File: src/rtl/fetch_ctrl.sv
// Instruction-fetch controller.
// Issues one memory request at a time for the address held in the PC register,
// pulses the PC enable when a fetched word is taken, and hands words to IF/ID
// through an output register backed by a one-entry skid buffer. A redirect
// (IFC_FLUSH) empties both entries and discards any response still in flight.
module fetch_ctrl #(
    parameter int WIDTH = 32
) (
    input  logic             IFC_CLK,
    input  logic             IFC_RST,
    input  logic [WIDTH-1:0] IFC_PC,
    output logic             IFC_PC_EN,
    input  logic             IFC_FLUSH,
    input  logic             IFC_STALL,
    output logic             IFC_REQ_VALID,
    output logic [WIDTH-1:0] IFC_REQ_ADDR,
    input  logic             IFC_REQ_READY,
    input  logic             IFC_RSP_VALID,
    input  logic [WIDTH-1:0] IFC_RSP_DATA,
    output logic [WIDTH-1:0] IFC_INSTR,
    output logic             IFC_INSTR_VALID
);

    typedef enum logic [1:0] {
        ST_LOAD = 2'd0,
        ST_REQ  = 2'd1,
        ST_WAIT = 2'd2
    } state_t;

    state_t           state_reg;
    logic [WIDTH-1:0] addr_reg;
    logic             req_valid_reg;
    logic             drop_reg;
    logic [WIDTH-1:0] instr_reg;
    logic             instr_valid_reg;
    logic [WIDTH-1:0] skid_reg;
    logic             skid_valid_reg;

    logic rsp_accept;
    logic consume;

    // A response is taken only in WAIT, when it was not orphaned by an earlier
    // redirect and is not coincident with a redirect.
    assign rsp_accept = (state_reg == ST_WAIT) && IFC_RSP_VALID && !drop_reg && !IFC_FLUSH;
    assign consume    = instr_valid_reg && !IFC_STALL;

    // The PC moves either to the next sequential word (word taken) or to the
    // branch target (redirect); it must stay put while reset is held.
    assign IFC_PC_EN       = !IFC_RST && (rsp_accept || IFC_FLUSH);
    assign IFC_REQ_VALID   = req_valid_reg;
    assign IFC_REQ_ADDR    = addr_reg;
    assign IFC_INSTR       = instr_reg;
    assign IFC_INSTR_VALID = instr_valid_reg;

    // Request state machine: latch PC, hold the request until accepted, await the word.
    always_ff @(posedge IFC_CLK or posedge IFC_RST) begin
        if (IFC_RST) begin
            state_reg     <= ST_LOAD;
            addr_reg      <= '0;
            req_valid_reg <= 1'b0;
            drop_reg      <= 1'b0;
        end else begin
            case (state_reg)
                ST_LOAD: begin
                    // A redirect this cycle means IFC_PC is not yet the target;
                    // a full skid buffer means there is nowhere to put another word.
                    if (!IFC_FLUSH && !skid_valid_reg) begin
                        addr_reg      <= IFC_PC;
                        req_valid_reg <= 1'b1;
                        state_reg     <= ST_REQ;
                    end
                end
                ST_REQ: begin
                    if (IFC_FLUSH) begin
                        drop_reg <= 1'b1;
                    end
                    if (IFC_REQ_READY) begin
                        req_valid_reg <= 1'b0;
                        state_reg     <= ST_WAIT;
                    end
                end
                ST_WAIT: begin
                    if (IFC_RSP_VALID) begin
                        // The response closes the transaction whether it is kept,
                        // dropped by the flag, or dropped by a coincident redirect.
                        drop_reg  <= 1'b0;
                        state_reg <= ST_LOAD;
                    end else if (IFC_FLUSH) begin
                        drop_reg <= 1'b1;
                    end
                end
                default: begin
                    req_valid_reg <= 1'b0;
                    state_reg     <= ST_LOAD;
                end
            endcase
        end
    end

    // Output register and skid buffer: refill on consumption, park a word when blocked.
    always_ff @(posedge IFC_CLK or posedge IFC_RST) begin
        if (IFC_RST) begin
            instr_reg       <= '0;
            instr_valid_reg <= 1'b0;
            skid_reg        <= '0;
            skid_valid_reg  <= 1'b0;
        end else if (IFC_FLUSH) begin
            instr_valid_reg <= 1'b0;
            skid_valid_reg  <= 1'b0;
        end else if (consume) begin
            if (skid_valid_reg) begin
                instr_reg      <= skid_reg;
                skid_valid_reg <= 1'b0;
            end else if (rsp_accept) begin
                instr_reg <= IFC_RSP_DATA;
            end else begin
                instr_valid_reg <= 1'b0;
            end
        end else if (!instr_valid_reg) begin
            if (rsp_accept) begin
                instr_reg       <= IFC_RSP_DATA;
                instr_valid_reg <= 1'b1;
            end
        end else if (rsp_accept) begin
            // Output register is occupied and stalled: the word waits in the skid.
            skid_reg       <= IFC_RSP_DATA;
            skid_valid_reg <= 1'b1;
        end
    end

endmodule

File: config.mk
export PLATFORM = sky130hd
export DESIGN_NAME = fetch_ctrl
export DESIGN_NICKNAME = d
export VERILOG_FILES = /design/src/rtl/fetch_ctrl.sv
export SDC_FILE = /design/constraint.sdc
export NUM_CORES = 1
export LEC_CHECK = 0
export CAP_MARGIN = 20
export CORE_ASPECT_RATIO = 0.9
export CORE_MARGIN = 3
export CORE_UTILIZATION = 50
export CTS_CLUSTER_SIZE = 25
export DETAILED_ROUTE_END_ITERATION = 16
export PLACE_DENSITY = 0.84
export SETUP_SLACK_MARGIN = 0.2
export SLEW_MARGIN = 30
export SYNTH_ARGS = -nofsm -noshare
export SYNTH_HDL_FRONTEND = slang
export SYNTH_SLANG_ARGS = --single-unit
File: constraint.sdc
create_clock -name IFC_CLK -period 5.4 [get_ports IFC_CLK]
set_clock_uncertainty 0.1 [all_clocks]
set_input_delay 1.08 -clock IFC_CLK [delete_from_list [all_inputs] [get_ports IFC_CLK]]
set_output_delay 1.08 -clock IFC_CLK [all_outputs]
set_load 0.1 [all_outputs]
After elaboration in Yosys (flattened, before gate mapping)
Cells that the tools add are included.

Input bits: 70. Register bits after elaboration: 102. Output and inout bits: 67. Logic and storage cells: 66.

Bitwise logic cells: 3. Reductions and logical operators: 23. Equality and inequality tests: 8. Mux-type cells: 24.

Operators with widths (number): 32-bit two-way mux (4); 1-bit two-way mux (14); 2-bit AND reduction (4); 1-bit logical AND (6); 2-bit two-way mux (3); 2-bit inequality test (second input constant) (3); 3-bit inequality test (second input constant) (2); 2-bit case mux with 3 select lines (1); 3-bit AND reduction (2); 3-bit nonzero test (2); 1-bit logical NOT (5); 4-bit AND reduction (1); 1-bit NOT (3); 1-bit case mux with 3 select lines (1); 2-bit by 1-bit == test with 1-bit output (second input constant) (1); 2-bit == test (second input constant) (1); 2-bit logical NOT (1); 2-bit by 1-bit inequality test with 1-bit output (second input constant) (1); 1-bit case mux with 2 select lines (1); 2-bit nonzero test (1); 1-bit logical OR (1).

Longest topological paths before layout
Word-level depth: 8. Gate-level depth with buffers: 6. Depth with buffers taken out: 5.

Worst setup path before layout
No wires, ideal clock.

Path kind: in2out. Start: input IFC_FLUSH. End: output IFC_PC_EN. Required time: 4220 ps. Buffers on the path: 1. Setup slack: 1410 ps. Stages on the path: 3. Arrival: 2810 ps. Cells stage by stage: buf_4 -> inv_1 -> a21oi_1.

Word-level cells in the longest chain between the ends: 4.

RTL lines: start: declaration (RTL line 13) `input logic IFC_FLUSH,`; 1-bit logical NOT (RTL line 44) `assign rsp_accept = (state_reg == ST_WAIT) && IFC_RSP_VALID && !drop_reg && !IFC_FLUSH;`; 1-bit logical AND (RTL line 44); 1-bit logical OR * (RTL line 49) `assign IFC_PC_EN = !IFC_RST && (rsp_accept || IFC_FLUSH);`; 1-bit logical AND * (RTL line 49); end: declaration (RTL line 12) `output logic IFC_PC_EN,`.

Every way passes the cells marked *; elsewhere a longest branch is shown, timed or not.

Worst setup path in the final report
Same ends and word-level chain as after synthesis.

==> impl_metrics.csv <==
group,metric,value,unit
timing,setup_violations,0,
logic_synthesis,async_flop_share,1.00,
drt,vias_per_cell,5.54,
placement,placedCellCount,576,
placement,io_buffers,136,
timing,timing.hold.ws,0.391,ns
clock_network,cts.htree.levels,3,
logic_synthesis,synth-edff-count,0,
critical_path,arrival,2.43,ns
layout,num_antenna_cells,0,
layout,fin_nets,542,
timing,worst_slew_pin_slew,1.03,ns
timing,setup_tns,0,ns
placement,gp_congestion,0.774,
logic_synthesis,ys_seq_area_frac,0.546,
clock_network,post_cts_resized,0,
logic_synthesis,synth_warnings,0,
logic_synthesis,synth-main-ff-cell,"dfrtp_1",
layout,drive_gt1_frac,0.254,
logic_synthesis,ys_seq_elements,102,
timing,slew_headroom,0.313,
clock_network,cts_hold_buf,0,
floorplan,chipHeight,97.7,um
clock_network,cts_tree,"done",
critical_path,crit_chain,"buf_2 > inv_1 > a21oi_1 > buf_4",
floorplan,core-area,0.00885,mm^2
global_routing,grt_pass1_vias,3409,
logic_synthesis,netlist.area_leader.share,0.546,
timing,period_share,0.669,
drt,vias,3277,
logic_synthesis,netlist_area,0.00467,mm^2
floorplan,die_area,0.0105,mm^2
floorplan,initial_utilization,0.528,
critical_path,crit_type,"in2out",
logic_synthesis,yosysTopAreaCell,"dfrtp_1",
layout,final.fill_count,654,
layout,synthToLayoutAreaGrowth,34.0,%
clock_network,postCtsSetupBuffers,0,
critical_path,crit_slowest_cell,"buf_2",
global_routing,grt_use_total,0.210,
global_routing,grt-ovfl-total,0,
placement,place_area,0.00604,mm^2
critical_path,cp-end-kind,"primary output",
layout,fin_area,0.00626,mm^2
timing,slew_viol_final,0,
logic_synthesis,syn_nets,419,
critical_path,crit_path_max_fanout,36,
clock_network,cts.clk_slew.worst_paths,0.09,ns
global_routing,grt_max_degree,73,
floorplan,row_count,32,
drt,drt_iter0_drc,154,
clock_network,clkLatencyLatePin,0.35,ns
critical_path,crit_path_start_kind,"primary input",
floorplan,die_w,108,um
placement,dp_hpwl,7290,um
critical_path,reg2reg_depth,6,
clock_network,clock_sinks,102,
drt,drc,0,
timing,period_minus_slack,3.61,ns
timing,rsz0062_at_grt,"no",
logic_synthesis,syn-instance-count,345,
run,maxCapViolations,0,
logic_synthesis,avgSynthCellArea,13.5,um^2
logic_synthesis,synth_common_cells,"dfrtp_1 (102), mux2_2 (58), o221a_2 (31), nor2b_1 (28)",
critical_path,slowest_delay,0.60,ns
drt,routed_wl,10600,um
drt,wl_per_cell,17.8,um
drt,ant_nets,0,
critical_path,crit_required,4.22,ns
hold_path,hp-class,"reg2reg",
clock_network,cts_root_buf,"clkbuf_8",
clock_network,clockBufferDepth,2,
logic_synthesis,yosysMostFrequentCell,"dfrtp_1",
drt,drt_first_pass_iters,4,
global_routing,antenna_found_initial,0,
outcome,outcome,"completed",
clock_network,cts_made_buffers,9,
layout,stdcell_count,592,
timing,max_freq,0.277,GHz
timing,hold_viol_final,0,
logic_synthesis,synth.top_cells.by_area,"dfrtp_1 (55%), mux2_2 (14%), o221a_2 (7.5%), nor4b_1 (5.1%), nor2b_1 (3.7%)",
logic_synthesis,yosysUniqueCellTypes,29,
hold_path,holdPathStages,1,
global_routing,grt_pass1_wl,17800,um
floorplan,ios,137,
## worst paths after layout
path	startpoint	end	slack, ns
worst max-delay path	IFC_FLUSH	IFC_PC_EN	1.79
worst min-delay path	IFC_REQ_ADDR[1]$_DFFE_PP0P_	IFC_REQ_ADDR[1]$_DFFE_PP0P_	0.39
worst max register to register	state_reg[0]$_DFFE_PP0P_	skid_reg[14]$_DFFE_PP0P_	3.06
worst min register to register	IFC_REQ_ADDR[1]$_DFFE_PP0P_	IFC_REQ_ADDR[1]$_DFFE_PP0P_	0.39
max in group asynchronous	IFC_RST	skid_reg[16]$_DFFE_PP0P_	3.23
min in group asynchronous	IFC_RST	IFC_REQ_VALID$_DFFE_PP0P_	1.12
## worst max-delay path: cells and delay by family
family / cells / cell delay (ns)
compound gates: 1 / 0.19
buf+inv: 3 / 1.15
## cell type report
class / count / area, um^2 / share of cell area
Clock inverter: 6 / 86.3 / 0.0138
Inverter: 6 / 27.5 / 0.00440
Tap cell: 119 / 149 / 0.0238
Sequential cell: 102 / 2550 / 0.408
Multi-Input combinational cell: 209 / 1940 / 0.310
Clock buffer: 10 / 128 / 0.0204
Timing Repair Buffer: 140 / 1380 / 0.220
## cell usage in the layout, fill, tap and decap left out, types with 2 or more instances in the layout
cell             Yosys  layout
nor2b_1             28      28
a21oi_1              3       3
mux2_1               9       9
nor4b_1             27      27
buf_4                7       5
nand2_1              2       2
o21ai_0             27      27
clkinv_2             0       2
ha_1                 4       4
mux2_2              58      58
nand3b_1             5       5
clkdlybuf4s50_1      0     133
buf_2               10       2
clkbuf_8             0       9
inv_1                6       5
o221a_2             31      31
o221a_1              2       2
bufinv_16            0       2
nand3b_4             2       2
dfrtp_1            102     101
## routing by layer
layer / wire length [um] / GRT usage
met5: 0 / 0
met4: 103 / 0.0476
met3: 541 / 0.0445
met2: 5370 / 0.355
met1: 4540 / 0.279
## cells by family (layout without fill, tap and decap cells)
family	Yosys count	after routing	synth area share
muxes	67	67	0.161
adders and majority gates	4	4	0.0107
and+or+nand+nor	69	69	0.117
buffers and inverters	34	162	0.0404
AOI/OAI and AO/OA	69	69	0.124
DFF	102	102	0.546
## through the flow
step                      setup WS, ns  utilization
after floorplan                   1.41            -
after global placement            1.81        0.683
after detailed placement          1.82        0.683
after CTS                         1.81        0.707
after global routing              1.68        0.708
final                             1.79        0.708
Power is left out: the tool's default activity adds up to more than one toggle a clock period on the data nets, which glitch-free logic cannot reach.
